==> src/rtl/fp_pkg.sv <==
// rtl/fp_pkg.sv - shared encodings and width helpers for the parametrised FP add/sub unit
package fp_pkg;

  // operation select
  localparam logic [1:0] OP_ADD   = 2'b00;
  localparam logic [1:0] OP_SUB   = 2'b01;
  localparam logic [1:0] OP_FLT   = 2'b10;
  localparam logic [1:0] OP_FLOOR = 2'b11;

  // bit positions inside flags = {inv, ovf, unf, inx}
  localparam int F_INV = 3;
  localparam int F_OVF = 2;
  localparam int F_UNF = 1;
  localparam int F_INX = 0;

  // FSM state encoding
  localparam logic [1:0] ST_ALIGN = 2'd0;
  localparam logic [1:0] ST_SUM   = 2'd1;
  localparam logic [1:0] ST_NORM  = 2'd2;
  localparam logic [1:0] ST_DONE  = 2'd3;

  // packed word width: sign + exponent + stored fraction
  function automatic int fp_width(input int ew, input int mw);
    return 1 + ew + mw;
  endfunction

  // internal sum width: carry + hidden bit + fraction + guard/round/sticky
  function automatic int fp_sum_width(input int mw);
    return mw + 5;
  endfunction

endpackage

==> src/rtl/fp_addsub_param_if.sv <==
// rtl/fp_addsub_param_if.sv - run/stall handshake and operand/result bundle for the FP unit
interface fp_addsub_param_if
  import fp_pkg::*;
#(
  parameter int EW = 8,
  parameter int MW = 23
);
  localparam int W = fp_width(EW, MW);

  logic         run;
  logic [1:0]   op;
  logic [W-1:0] x;
  logic [W-1:0] y;
  logic         stall;
  logic [W-1:0] z;
  logic [3:0]   flags;

  // CPU pipeline side
  modport master (output run, op, x, y, input stall, z, flags);
  // arithmetic unit side
  modport slave (input run, op, x, y, output stall, z, flags);

endinterface

==> src/rtl/fp_norm_shift.sv <==
// rtl/fp_norm_shift.sv - leading-zero counter plus left shifter for normalisation
module fp_norm_shift #(
  parameter int NW = 32,
  parameter int CW = $clog2(NW + 1)
) (
  input  logic [NW-1:0] din,
  output logic [NW-1:0] dout,
  output logic [CW-1:0] cnt
);

  // leading-zero count; an all-zero input reports NW
  always_comb begin
    cnt = CW'(NW);
    for (int i = 0; i < NW; i++) begin
      if (din[i]) cnt = CW'(NW - 1 - i);
    end
  end

  // shift the leading one up to the MSB
  always_comb begin
    dout = din << cnt;
  end

endmodule

==> src/rtl/fp_addsub_param.sv <==
// rtl/fp_addsub_param.sv - multicycle FP add/sub/int-to-float/floor unit with RNE rounding
module fp_addsub_param
  import fp_pkg::*;
#(
  parameter int EW = 8,
  parameter int MW = 23
) (
  input  logic              clk,
  input  logic              rst,
  fp_addsub_param_if.slave  bus
);

  localparam int W    = fp_width(EW, MW);
  localparam int SW   = fp_sum_width(MW);
  localparam int AW   = MW + 4;
  localparam int XW   = EW + $clog2(W) + 3;
  localparam int CW   = $clog2(W + 1);
  localparam int SHW  = $clog2(W);
  localparam int BIAS = (1 << (EW - 1)) - 1;

  localparam logic [EW-1:0] EXP_MAX = '1;
  localparam logic [W-1:0]  QNAN    = {1'b0, {EW{1'b1}}, 1'b1, {(MW-1){1'b0}}};
  localparam logic [W-1:0]  INT_MAX = {1'b0, {(W-1){1'b1}}};
  localparam logic [W-1:0]  INT_MIN = {1'b1, {(W-1){1'b0}}};

  // registered state
  logic [1:0]           state_q, state_d;
  logic [1:0]           op_q, op_d;
  logic                 sign_q, sign_d;
  logic                 sub_q, sub_d;
  logic                 zsign_q, zsign_d;
  logic [EW-1:0]        exp_q, exp_d;
  logic [AW-1:0]        ma_q, ma_d;
  logic [AW-1:0]        mb_q, mb_d;
  logic [W-1:0]         xr_q, xr_d;
  logic                 dir_valid_q, dir_valid_d;
  logic [W-1:0]         dir_z_q, dir_z_d;
  logic [3:0]           dir_flags_q, dir_flags_d;
  logic [W-1:0]         nin_q, nin_d;
  logic signed [XW-1:0] base_q, base_d;
  logic                 rsign_q, rsign_d;
  logic [W-1:0]         z_q, z_d;
  logic [3:0]           flags_q, flags_d;

  // align-stage signals
  logic          sx, sy;
  logic [EW-1:0] ex, ey;
  logic [MW-1:0] fx, fy;
  logic          x_zero, y_zero, x_inf, y_inf, x_nan, y_nan;
  logic [MW:0]   man_x, man_y;
  logic          x_big;
  logic          big_s;
  logic [EW-1:0] big_e, sml_e, diff;
  logic [MW:0]   big_m, sml_m;
  logic [2*AW-1:0] al_wide;
  logic [AW-1:0] al_raw, al_m;
  logic          al_st;
  logic          sp_valid;
  logic [W-1:0]  sp_z;
  logic [3:0]    sp_flags;

  // sum-stage signals
  logic [SW-1:0]        sum_v;
  logic [W-1:0]         flt_mag;
  logic                 fl_s;
  logic [EW-1:0]        fl_e;
  logic [MW-1:0]        fl_f;
  logic signed [XW-1:0] fl_ue;
  logic [SHW-1:0]       fl_sh;
  logic [W+MW-1:0]      fl_wide;
  logic [W-1:0]         fl_ip, fl_mag, fl_z;
  logic                 fl_fr;
  logic [3:0]           fl_flags;

  // norm-stage signals
  logic [W-1:0]         nrm;
  logic [CW-1:0]        lz;
  logic                 rnd_g, rnd_st, rnd_lsb, rnd_up, carry;
  logic [MW+1:0]        mant;
  logic [MW-1:0]        frac;
  logic signed [XW-1:0] e_res;
  logic [W-1:0]         nz;
  logic [3:0]           nflags;

  fp_norm_shift #(.NW(W), .CW(CW)) u_norm_shift (
    .din  (nin_q),
    .dout (nrm),
    .cnt  (lz)
  );

  // unpack, classify, order by magnitude and right-align the smaller operand
  always_comb begin
    sx     = bus.x[W-1];
    ex     = bus.x[W-2:MW];
    fx     = bus.x[MW-1:0];
    sy     = bus.y[W-1] ^ (bus.op == OP_SUB);
    ey     = bus.y[W-2:MW];
    fy     = bus.y[MW-1:0];
    x_zero = (ex == '0);
    y_zero = (ey == '0);
    x_inf  = (ex == EXP_MAX) && (fx == '0);
    y_inf  = (ey == EXP_MAX) && (fy == '0);
    x_nan  = (ex == EXP_MAX) && (fx != '0);
    y_nan  = (ey == EXP_MAX) && (fy != '0);
    man_x  = x_zero ? '0 : {1'b1, fx};
    man_y  = y_zero ? '0 : {1'b1, fy};
    x_big  = {ex, man_x} >= {ey, man_y};
    big_s  = x_big ? sx : sy;
    big_e  = x_big ? ex : ey;
    big_m  = x_big ? man_x : man_y;
    sml_e  = x_big ? ey : ex;
    sml_m  = x_big ? man_y : man_x;
    diff   = big_e - sml_e;
    al_wide = {sml_m, 3'b000, {AW{1'b0}}} >> diff;
    if ({{(XW-EW){1'b0}}, diff} > XW'(AW - 1)) begin
      al_raw = '0;
      al_st  = |sml_m;
    end else begin
      al_raw = al_wide[2*AW-1:AW];
      al_st  = |al_wide[AW-1:0];
    end
    al_m = {al_raw[AW-1:1], al_raw[0] | al_st};

    sp_valid = 1'b0;
    sp_z     = '0;
    sp_flags = '0;
    if (x_nan || y_nan || (x_inf && y_inf && (sx != sy))) begin
      sp_valid        = 1'b1;
      sp_z            = QNAN;
      sp_flags[F_INV] = 1'b1;
    end else if (x_inf) begin
      sp_valid = 1'b1;
      sp_z     = {sx, EXP_MAX, {MW{1'b0}}};
    end else if (y_inf) begin
      sp_valid = 1'b1;
      sp_z     = {sy, EXP_MAX, {MW{1'b0}}};
    end
  end

  // magnitude sum, integer magnitude for FLT and the complete FLOOR result
  always_comb begin
    sum_v   = sub_q ? ({1'b0, ma_q} - {1'b0, mb_q}) : ({1'b0, ma_q} + {1'b0, mb_q});
    flt_mag = xr_q[W-1] ? -xr_q : xr_q;

    fl_s    = xr_q[W-1];
    fl_e    = xr_q[W-2:MW];
    fl_f    = xr_q[MW-1:0];
    fl_ue   = $signed(XW'(fl_e)) - $signed(XW'(BIAS));
    fl_sh   = fl_ue[SHW-1:0];
    fl_wide = {{(W-1){1'b0}}, 1'b1, fl_f} << fl_sh;
    fl_ip   = fl_wide[W+MW-1:MW];
    fl_fr   = |fl_wide[MW-1:0];
    fl_mag  = fl_ip + {{(W-1){1'b0}}, fl_s & fl_fr};

    fl_z     = '0;
    fl_flags = '0;
    if (fl_e == EXP_MAX) begin
      fl_flags[F_INV] = 1'b1;
      fl_z            = ((fl_f != '0) || !fl_s) ? INT_MAX : INT_MIN;
    end else if (fl_e == '0) begin
      fl_z = '0;
    end else if (fl_ue[XW-1]) begin
      fl_z            = fl_s ? '1 : '0;
      fl_flags[F_INX] = 1'b1;
    end else if (fl_ue >= $signed(XW'(W - 1))) begin
      if (fl_s && (fl_ue == $signed(XW'(W - 1))) && (fl_f == '0)) begin
        fl_z = INT_MIN;
      end else begin
        fl_z            = fl_s ? INT_MIN : INT_MAX;
        fl_flags[F_INV] = 1'b1;
      end
    end else begin
      fl_z            = fl_s ? -fl_mag : fl_mag;
      fl_flags[F_INX] = fl_fr;
    end
  end

  // round-to-nearest-even on the normalised value and pack with range checks
  always_comb begin
    rnd_g   = nrm[EW-1];
    rnd_st  = |nrm[EW-2:0];
    rnd_lsb = nrm[EW];
    rnd_up  = rnd_g & (rnd_st | rnd_lsb);
    mant    = {1'b0, nrm[W-1:EW]} + {{(MW+1){1'b0}}, rnd_up};
    carry   = mant[MW+1];
    frac    = carry ? mant[MW:1] : mant[MW-1:0];
    e_res   = base_q - $signed(XW'(lz)) + $signed(XW'(carry));

    nz     = '0;
    nflags = '0;
    if (dir_valid_q) begin
      nz     = dir_z_q;
      nflags = dir_flags_q;
    end else if (nin_q == '0) begin
      nz = {zsign_q, {(W-1){1'b0}}};
    end else if (e_res > $signed(XW'((1 << EW) - 2))) begin
      nz            = {rsign_q, EXP_MAX, {MW{1'b0}}};
      nflags[F_OVF] = 1'b1;
      nflags[F_INX] = 1'b1;
    end else if (e_res < $signed(XW'(1))) begin
      nz            = {rsign_q, {(W-1){1'b0}}};
      nflags[F_UNF] = 1'b1;
      nflags[F_INX] = 1'b1;
    end else begin
      nz            = {rsign_q, e_res[EW-1:0], frac};
      nflags[F_INX] = rnd_g | rnd_st;
    end
  end

  // FSM sequencing and per-stage register updates; dropping run aborts to ALIGN
  always_comb begin
    state_d     = state_q;
    op_d        = op_q;
    sign_d      = sign_q;
    sub_d       = sub_q;
    zsign_d     = zsign_q;
    exp_d       = exp_q;
    ma_d        = ma_q;
    mb_d        = mb_q;
    xr_d        = xr_q;
    dir_valid_d = dir_valid_q;
    dir_z_d     = dir_z_q;
    dir_flags_d = dir_flags_q;
    nin_d       = nin_q;
    base_d      = base_q;
    rsign_d     = rsign_q;
    z_d         = z_q;
    flags_d     = flags_q;
    case (state_q)
      ST_ALIGN: begin
        if (bus.run) begin
          op_d        = bus.op;
          xr_d        = bus.x;
          sign_d      = big_s;
          sub_d       = (sx != sy);
          zsign_d     = sx & sy;
          exp_d       = big_e;
          ma_d        = {big_m, 3'b000};
          mb_d        = al_m;
          dir_valid_d = sp_valid && ((bus.op == OP_ADD) || (bus.op == OP_SUB));
          dir_z_d     = sp_z;
          dir_flags_d = sp_flags;
          state_d     = ST_SUM;
        end
      end
      ST_SUM: begin
        if (!bus.run) begin
          state_d = ST_ALIGN;
        end else begin
          if (op_q == OP_FLT) begin
            nin_d   = flt_mag;
            base_d  = $signed(XW'(BIAS + W - 1));
            rsign_d = xr_q[W-1];
            zsign_d = 1'b0;
          end else if (op_q == OP_FLOOR) begin
            dir_valid_d = 1'b1;
            dir_z_d     = fl_z;
            dir_flags_d = fl_flags;
          end else begin
            nin_d   = W'(sum_v) << (W - SW);
            base_d  = $signed(XW'(exp_q) + XW'(1));
            rsign_d = sign_q;
          end
          state_d = ST_NORM;
        end
      end
      ST_NORM: begin
        if (!bus.run) begin
          state_d = ST_ALIGN;
        end else begin
          z_d     = nz;
          flags_d = nflags;
          state_d = ST_DONE;
        end
      end
      default: begin
        if (!bus.run) state_d = ST_ALIGN;
      end
    endcase
  end

  // state registers with synchronous reset
  always_ff @(posedge clk) begin
    if (rst) begin
      state_q     <= ST_ALIGN;
      op_q        <= '0;
      sign_q      <= 1'b0;
      sub_q       <= 1'b0;
      zsign_q     <= 1'b0;
      exp_q       <= '0;
      ma_q        <= '0;
      mb_q        <= '0;
      xr_q        <= '0;
      dir_valid_q <= 1'b0;
      dir_z_q     <= '0;
      dir_flags_q <= '0;
      nin_q       <= '0;
      base_q      <= '0;
      rsign_q     <= 1'b0;
      z_q         <= '0;
      flags_q     <= '0;
    end else begin
      state_q     <= state_d;
      op_q        <= op_d;
      sign_q      <= sign_d;
      sub_q       <= sub_d;
      zsign_q     <= zsign_d;
      exp_q       <= exp_d;
      ma_q        <= ma_d;
      mb_q        <= mb_d;
      xr_q        <= xr_d;
      dir_valid_q <= dir_valid_d;
      dir_z_q     <= dir_z_d;
      dir_flags_q <= dir_flags_d;
      nin_q       <= nin_d;
      base_q      <= base_d;
      rsign_q     <= rsign_d;
      z_q         <= z_d;
      flags_q     <= flags_d;
    end
  end

  assign bus.stall = bus.run & (state_q != ST_DONE);
  assign bus.z     = z_q;
  assign bus.flags = flags_q;

endmodule

==> src/flat_wrapper.sv <==
// flat-port wrapper written by rule: the top's interface ports become plain ports
module fp_addsub_param_flat import fp_pkg::*;
#(
  parameter int EW = 8,
  parameter int MW = 23
)
  (clk, rst, bus_run, bus_op, bus_x, bus_y, bus_stall, bus_z, bus_flags);
  fp_addsub_param_if #(.EW(EW), .MW(MW)) bus_i ();
  input  logic clk;
  input  logic rst;
  input wire logic [$bits(bus_i.run)-1:0] bus_run;
  input wire logic [$bits(bus_i.op)-1:0] bus_op;
  input wire logic [$bits(bus_i.x)-1:0] bus_x;
  input wire logic [$bits(bus_i.y)-1:0] bus_y;
  output wire logic [$bits(bus_i.stall)-1:0] bus_stall;
  output wire logic [$bits(bus_i.z)-1:0] bus_z;
  output wire logic [$bits(bus_i.flags)-1:0] bus_flags;
  assign bus_i.run = bus_run;
  assign bus_i.op = bus_op;
  assign bus_i.x = bus_x;
  assign bus_i.y = bus_y;
  assign bus_stall = bus_i.stall;
  assign bus_z = bus_i.z;
  assign bus_flags = bus_i.flags;
  fp_addsub_param #(.EW(EW), .MW(MW)) u_core (.clk(clk), .rst(rst), .bus(bus_i));
endmodule
==> config.mk <==
export PLATFORM = sky130hd
export DESIGN_NAME = fp_addsub_param_flat
export DESIGN_NICKNAME = d
export VERILOG_FILES = /design/src/rtl/fp_pkg.sv /design/src/rtl/fp_addsub_param_if.sv /design/src/rtl/fp_norm_shift.sv /design/src/rtl/fp_addsub_param.sv /design/src/flat_wrapper.sv
export SDC_FILE = /design/constraint.sdc
export NUM_CORES = 1
export LEC_CHECK = 0
export ABC_AREA = 0
export CAP_MARGIN = 5
export CORE_MARGIN = 1.5
export CORE_UTILIZATION = 60
export DETAILED_ROUTE_END_ITERATION = 7
export PLACE_DENSITY = 0.79
export SLEW_MARGIN = 0
export SYNTH_ARGS = -nofsm -noshare
export SYNTH_HDL_FRONTEND = slang
export SYNTH_SLANG_ARGS = --single-unit
==> constraint.sdc <==
create_clock -name clk -period 11.47 [get_ports clk]
set_input_delay 2.294 -clock clk [delete_from_list [all_inputs] [get_ports clk]]
set_output_delay 2.294 -clock clk [all_outputs]
set_load 0.03 [all_outputs]
# Yosys cells after proc, flatten, opt, wreduce, memory -nomap -nowiden
# Cells that the tools add are included.
# op_classes
n_bitwise,8
eq_ne,18
n_addsub,11
n_reduce_logical,37
muxes,111
n_shift,3
n_lt_le_gt_ge,5
# op_table
op,count
$mux W32,21
$mux W6,32
$mux W24,4
$logic_not A23 Y1,3
$reduce_bool A23 Y1,3
$neg A32 Y32,2
$pmux W32 S2,1
$mux W31,2
$shl A24 B5 Y55,1
$shr A54 B8 Y54,1
$add A32 B1 Y32,1
$ge A32 B32 Y1,1
$logic_not A32 Y1,1
$mux W16,2
$shl A32 B6 Y32,1
$mux W1,30
$add A27 B27 Y28,1
$mux W28,1
$sub A27 B27 Y28,1
$mux W27,1
$reduce_or A27 Y1,1
$add A24 B1 Y25,1
$eq A8 B8 Y1 const B,3
$logic_not A8 Y1,3
39 further kinds,75
# totals
output_inout_bits,37
ff_bits,220

# Logic depth before layout (Yosys ltp)
# depth
ltp_word,43
ltp_mapped,37

# Modules after synthesis
# A second synthesis with hierarchy kept.
# hier_totals
hier_cells,3015
area_unflattened_um2,22061.2
# modules_own_cells
mod,n_inst,seq_area_each_um2,cells_each,area_each_um2
fp_addsub_param,1,4224.1,2743,20179.4
fp_norm_shift,1,0.0,272,1881.8

# Worst setup path after synthesis
# No wires, ideal clock.
# synth_path
path_kind,input-to-reg
from,in bus_x[23]
to,reg u_core.mb_q[0]
setup_ps,143
path_slack_ps,2964
arrival_ps,8363
stages,27
cell_sequence,nor4_1 nand2_1 clkbuf_1 buf_1 nand2_1 inv_1 ha_1 nand4_1 nor4_1 and2_1 o211ai_1 o211ai_1 clkbuf_1 clkbuf_1 mux2_2 ha_1 nor2_1 a211o_1 clkbuf_1 clkbuf_1 mux4_2 or3_1 o41ai_1 a21oi_1 nor3_1 a221o_1 a41oi_1
# synth_via
elab_chain_len,9
elab_cells_between_ends,14
cone_classes,add/sub (1); order compare (2); shift (1); mux (6); bitwise (1); reduce/logical (3)
# synth_rtl
element,line,rtl
start: declaration,flat_wrapper.sv:13,input wire logic [$bits(bus_i.x)-1:0] bus_x;
$logic_not A8 Y1,fp_addsub_param.sv:99,x_zero = (ex == '0);
$mux W24,fp_addsub_param.sv:105,"man_x = x_zero ? '0 : {1'b1, fx};"
$ge A32 B32 Y1,fp_addsub_param.sv:107,"x_big = {ex, man_x} >= {ey, man_y};"
$mux W8 (on tied branches),"fp_addsub_param.sv:109, fp_addsub_param.sv:111",
$sub A8 B8 Y8,fp_addsub_param.sv:113,diff = big_e - sml_e;
$shr A54 B8 Y54,fp_addsub_param.sv:114,"al_wide = {sml_m, 3'b000, {AW{1'b0}}} >> diff;"
$reduce_or A27 Y1,fp_addsub_param.sv:120,al_st = |al_wide[AW-1:0];
$mux W1,fp_addsub_param.sv:115,"if ({{(XW-EW){1'b0}}, diff} > XW'(AW - 1)) begin"
$or A1 B1 Y1 (*),fp_addsub_param.sv:122,"al_m = {al_raw[AW-1:1], al_raw[0] | al_st};"
end signal: assignment,fp_addsub_param.sv:310,mb_q <= mb_d;
end: declaration,fp_addsub_param.sv:34,"logic [AW-1:0] mb_q, mb_d;"
# Every way passes the cells marked *; elsewhere a longest branch is shown, timed or not.
# A chain may end at the register's enable or synchronous reset.

# Worst setup path in the final report
# layout_path
from,reg u_core.nin_q[20]
to,reg u_core.z_q[1] (netlist: u_core.bus.z[1])
# layout_via
elab_chain_len,23
elab_cells_between_ends,27
cone_classes,add/sub (3); order compare (2); shift (1); mux (17); bitwise (2); reduce/logical (2)
# layout_rtl
element,line,rtl
start: declaration,fp_addsub_param.sv:39,"logic [W-1:0] nin_q, nin_d;"
start signal: assignment,fp_addsub_param.sv:315,nin_q <= nin_d;
$mux W6 (12 in series),fp_norm_shift.sv:15,if (din[i]) cnt = CW'(NW - 1 - i);
$shl A32 B6 Y32,fp_norm_shift.sv:21,dout = din << cnt;
$reduce_or A7 Y1,fp_addsub_param.sv:181,rnd_st = |nrm[EW-2:0];
$or A1 B1 Y1,fp_addsub_param.sv:183,rnd_up = rnd_g & (rnd_st | rnd_lsb);
$and A1 B1 Y1,fp_addsub_param.sv:183,
$add A24 B1 Y25,fp_addsub_param.sv:184,"mant = {1'b0, nrm[W-1:EW]} + {{(MW+1){1'b0}}, rnd_up};"
$add A16 B2 Y16,fp_addsub_param.sv:187,e_res = base_q - $signed(XW'(lz)) + $signed(XW'(carry));
$lt A16 B2 Y1,fp_addsub_param.sv:200,end else if (e_res < $signed(XW'(1))) begin
$mux W31,fp_addsub_param.sv:200,
$mux W31,fp_addsub_param.sv:196,end else if (e_res > $signed(XW'((1 << EW) - 2))) begin
$mux W32 (*),fp_addsub_param.sv:194,end else if (nin_q == '0) begin
$mux W32 (*),fp_addsub_param.sv:191,if (dir_valid_q) begin
end signal: assignment,fp_addsub_param.sv:318,z_q <= z_d;
end: declaration,fp_addsub_param.sv:42,"logic [W-1:0] z_q, z_d;"
# Marked as above.

==> impl_metrics.py <==
metrics = {
    "route": {
        "drc": 0,
        "dr.pass1.iters": 8,
        "antenna_left": 0,
        "viasPerCell": 6.80,
        "vias": 24255,
        "drt_first_iter_violations": 2905,
        "drt-total-wl_um": 82000,
        "wl_per_cell_um": 23.0,
    },
    "worst_setup_path": {
        "slowest_stage": "nor3_1",
        "arrival_ns": 10.22,
        "cp-startpoint": "u_core.nin_q[20]",
        "cp.buffers_inverters": 3,
        "criticalPathCategory": "reg2reg",
        "r2r-start": "u_core.nin_q[20]",
        "setup.worst_path.start_class": "register",
        "crit_fanout": 46,
        "slowest_delay_ns": 0.62,
        "crit_family": "compound AO/OA/AOI/OAI gates",
        "required_ns": 11.92,
        "cp-end-kind": "register",
        "cp_common_cell": "o21ai_0",
    },
    "power": {
        "power_frac_comb_pct": 69.6,
        "seqPwrFrac_pct": 16.8,
        "p_leak_nw": 9.48,
        "power_density_nw_per_um2": 243,
        "total_power_mw": 5.93,
        "power.switching_mw": 3.22,
        "clock_power_share_pct": 13.6,
        "netSwitchingFraction_pct": 54.3,
        "internal-power_mw": 2.71,
        "peakVddDrop_uv": 218,
    },
    "logic_synthesis": {
        "syn_area_per_cell_um2": 7.26,
        "synth_adder_area_share_pct": 6.42,
        "synth_top_family_by_area": "compound AO/OA/AOI/OAI gates",
        "yosysMostFrequentCell": "nand2_1",
        "synth-edff-count": 0,
        "syn_area_um2": 22600,
        "ys.flop_type": "dfxtp_1",
        "synth_common_cells": "377 x nand2_1, 359 x nor2_1, 273 x a21oi_1, 211 x dfxtp_1, 165 x mux2i_1",
        "yosys.area.top_type": "dfxtp_1",
        "synth_seq_cells": 211,
        "syn_inst": 3111,
        "yosysSeqAreaShare_pct": 18.7,
        "synth_fp_nets": 3294,
        "yosys_warnings": 0,
        "synth_top_area_share_pct": 18.7,
        "synth_mux_area_share_pct": 13.4,
        "synth-xor-area-share_pct": 5.22,
        "synth-compound-area-share_pct": 26.1,
        "ys_async_sr_fraction_pct": 0,
        "netlist_top_cells_area": "dfxtp_1 19%, mux2i_1 7.3%, nand2_1 6.3%, ha_1 6.2%, a21oi_1 6.0%",
        "synth-simple-area-share_pct": 23.2,
        "ys_types": 105,
    },
    "cts": {
        "tritoncts": "built",
        "cts_setup_buffers": 0,
        "clock_sinks": 211,
        "post_cts_resized": 0,
        "clk_latency_ns": 0.58,
        "h-tree-depth": 1,
        "cts_buffers": 26,
        "clock_path_buffers": 3,
        "cts_hold_buf": 0,
        "path_clk_slew_ns": 0.06,
        "cts-root-buf": "clkbuf_16",
    },
    "timing": {
        "skew_ns": 0.0347,
        "setup_viol": 0,
        "fin_crit_sh_pct": 85.2,
        "hold_viol": 0,
        "rsz0062_at_grt": "false",
        "drv_slew": 0,
        "clock.fmax_mhz": 102,
        "relSlewSlack_pct": 16.5,
        "worstMarginPinSlew_ns": 1.25,
        "finalCriticalPeriod_ns": 9.77,
        "tns_ns": 0,
    },
    "floorplan": {
        "pin_count": 106,
        "core_area_um2": 36900,
        "die_y_um": 197,
        "initial_utilization_pct": 61.3,
        "die_width_um": 197,
        "core.rowCount": 70,
        "die-area_um2": 38800,
    },
    "job": {
        "cap_violations": 0,
    },
    "min_path": {
        "min_path_type": "reg2reg",
        "hp-start": "u_core.dir_z_q[20]",
    },
    "global_routing": {
        "grt_overflow_total": 0,
        "grtUsageTotal_pct": 41.3,
        "grt_max_degree": 125,
        "grt_pass1_wl_um": 127000,
        "grt_pass1_vias": 22841,
        "antenna_found_initial": 1,
    },
    "layout": {
        "drive_above_1_share_pct": 7.44,
        "nNetsFinal": 3232,
        "num-fill-cells": 3200,
        "final-seq-area_um2": 4230,
        "multi_input_area_um2": 16900,
        "syn_to_final_growth_pct": 8.20,
    },
    "placement": {
        "dpl.hpwl_um": 62400,
        "io_buffers": 105,
        "place.gp.congestion": 1.04,
    },
    "outcome": {
        "status": "finished, final reports clean",
    },
}
## layout by cell type, fill, tap and decap left out, drive strengths merged, types with 12 or more instances in the layout
cell,n
o21a,12
nor2,359
a221oi,17
a21o,30
a211oi,85
nand2,377
a21oi,276
and2,29
a31oi,25
nand4,26
mux2i,165
nor4,40
buf,41
mux2,43
and3,30
dfxtp,211
nand3,69
or2,13
nor3,78
clkbuf,36
or3,23
xnor2,73
clkdlybuf4s50,104
or4,16
a22oi,51
mux4,40
nor2b,21
nand2b,16
o22ai,29
o31ai,31
xor2,57
inv,139
o21ai,152
o21bai,14
a311oi,21
o211ai,36
ha,112
## worst register-to-register path, delay by kind of cell, from the launching register on
kind	cells	cell delay [ns]
compound gates	17	4.20
simple gates	10	3.51
buf+inv	3	0.81
fa+ha+maj	2	0.60
flops	1	0.43
mux	1	0.13
## metrics by stage
| stage | utilization (%) | cells | setup WS (ns) | cell area [um^2] | hold slack [ns] |
|---|---|---|---|---|---|
| after floorplan | - | 3111 | 2.96 | 22600 | 0.427 |
| after global placement | 64.1 | 3525 | 2.13 | 23600 | 0.447 |
| after detailed placement | 64.1 | 3525 | 1.99 | 23600 | 0.449 |
| after CTS | 66.3 | 3568 | 1.88 | 24400 | 0.458 |
| after global routing | 66.3 | 3568 | 0.909 | 24400 | 0.478 |
| final | 66.3 | 3569 | 1.70 | 24400 | 0.458 |
## final timing paths
check,end,slack (ns),depth (start not counted)
max,u_core.bus.z[1],1.70,33
min reg2reg,u_core.dir_z_q[20],0.46,2
min,u_core.dir_z_q[20],0.46,2
max reg2reg,u_core.bus.z[1],1.70,33
## power by group through the flow
stage / clock network [mW] / logic (mW) / registers, mW
global placement: 0 / 3.94 / 0.995
finish: 0.807 / 4.13 / 0.997
CTS: 0.807 / 4.00 / 0.986
global route: 0.834 / 4.43 / 1.00
floorplan: 0 / 3.02 / 0.910
detailed placement: 0 / 3.98 / 1.00
## area by class of cell
class	instances	area share, %
Multi-Input combinational cell	2523	69.0
Clock buffer	36	2.98
Timing Repair Buffer	145	5.53
Sequential cell	211	17.3
Antenna cell	1	0.0102
Tap cell	504	2.58
Inverter	142	2.18
Clock inverter	7	0.394
## state kept, by name, summed over array words and instances, names as in the netlist
| register | cells |
|---|---|
| u_core.sign_q | 1 |
| u_core.dir_valid_q | 1 |
| u_core.exp_q | 8 |
| u_core.mb_q | 27 |
| u_core.xr_q | 32 |
| u_core.rsign_q | 1 |
| u_core.dir_z_q | 32 |
| u_core.state_q | 2 |
| u_core.ma_q | 24 |
| u_core.nin_q | 32 |
| u_core.dir_flags_q | 2 |
| u_core.bus.z | 32 |
| u_core.zsign_q | 1 |
| u_core.op_q | 2 |
| u_core.sub_q | 1 |
| u_core.bus.flags | 4 |
| u_core.base_q | 9 |
## logic make-up after synthesis
group | Yosys count
AND/OR/NAND/NOR | 1133
AO/OA/AOI/OAI | 897
buffers and inverters | 377
multiplexers | 248
flip-flops | 211
XOR/XNOR | 130
adder cells (fa/ha/maj) | 115
## layer usage
| metal | track usage (%) | wire [um] |
|---|---|---|
| met3 | 6.57 | 7140 |
| met2 | 66.9 | 37000 |
| met1 | 50.5 | 31700 |
| met4 | 28.1 | 6210 |
| met5 | 0 | 14 |
No activity file was read; power rests on OpenSTA's default activity.
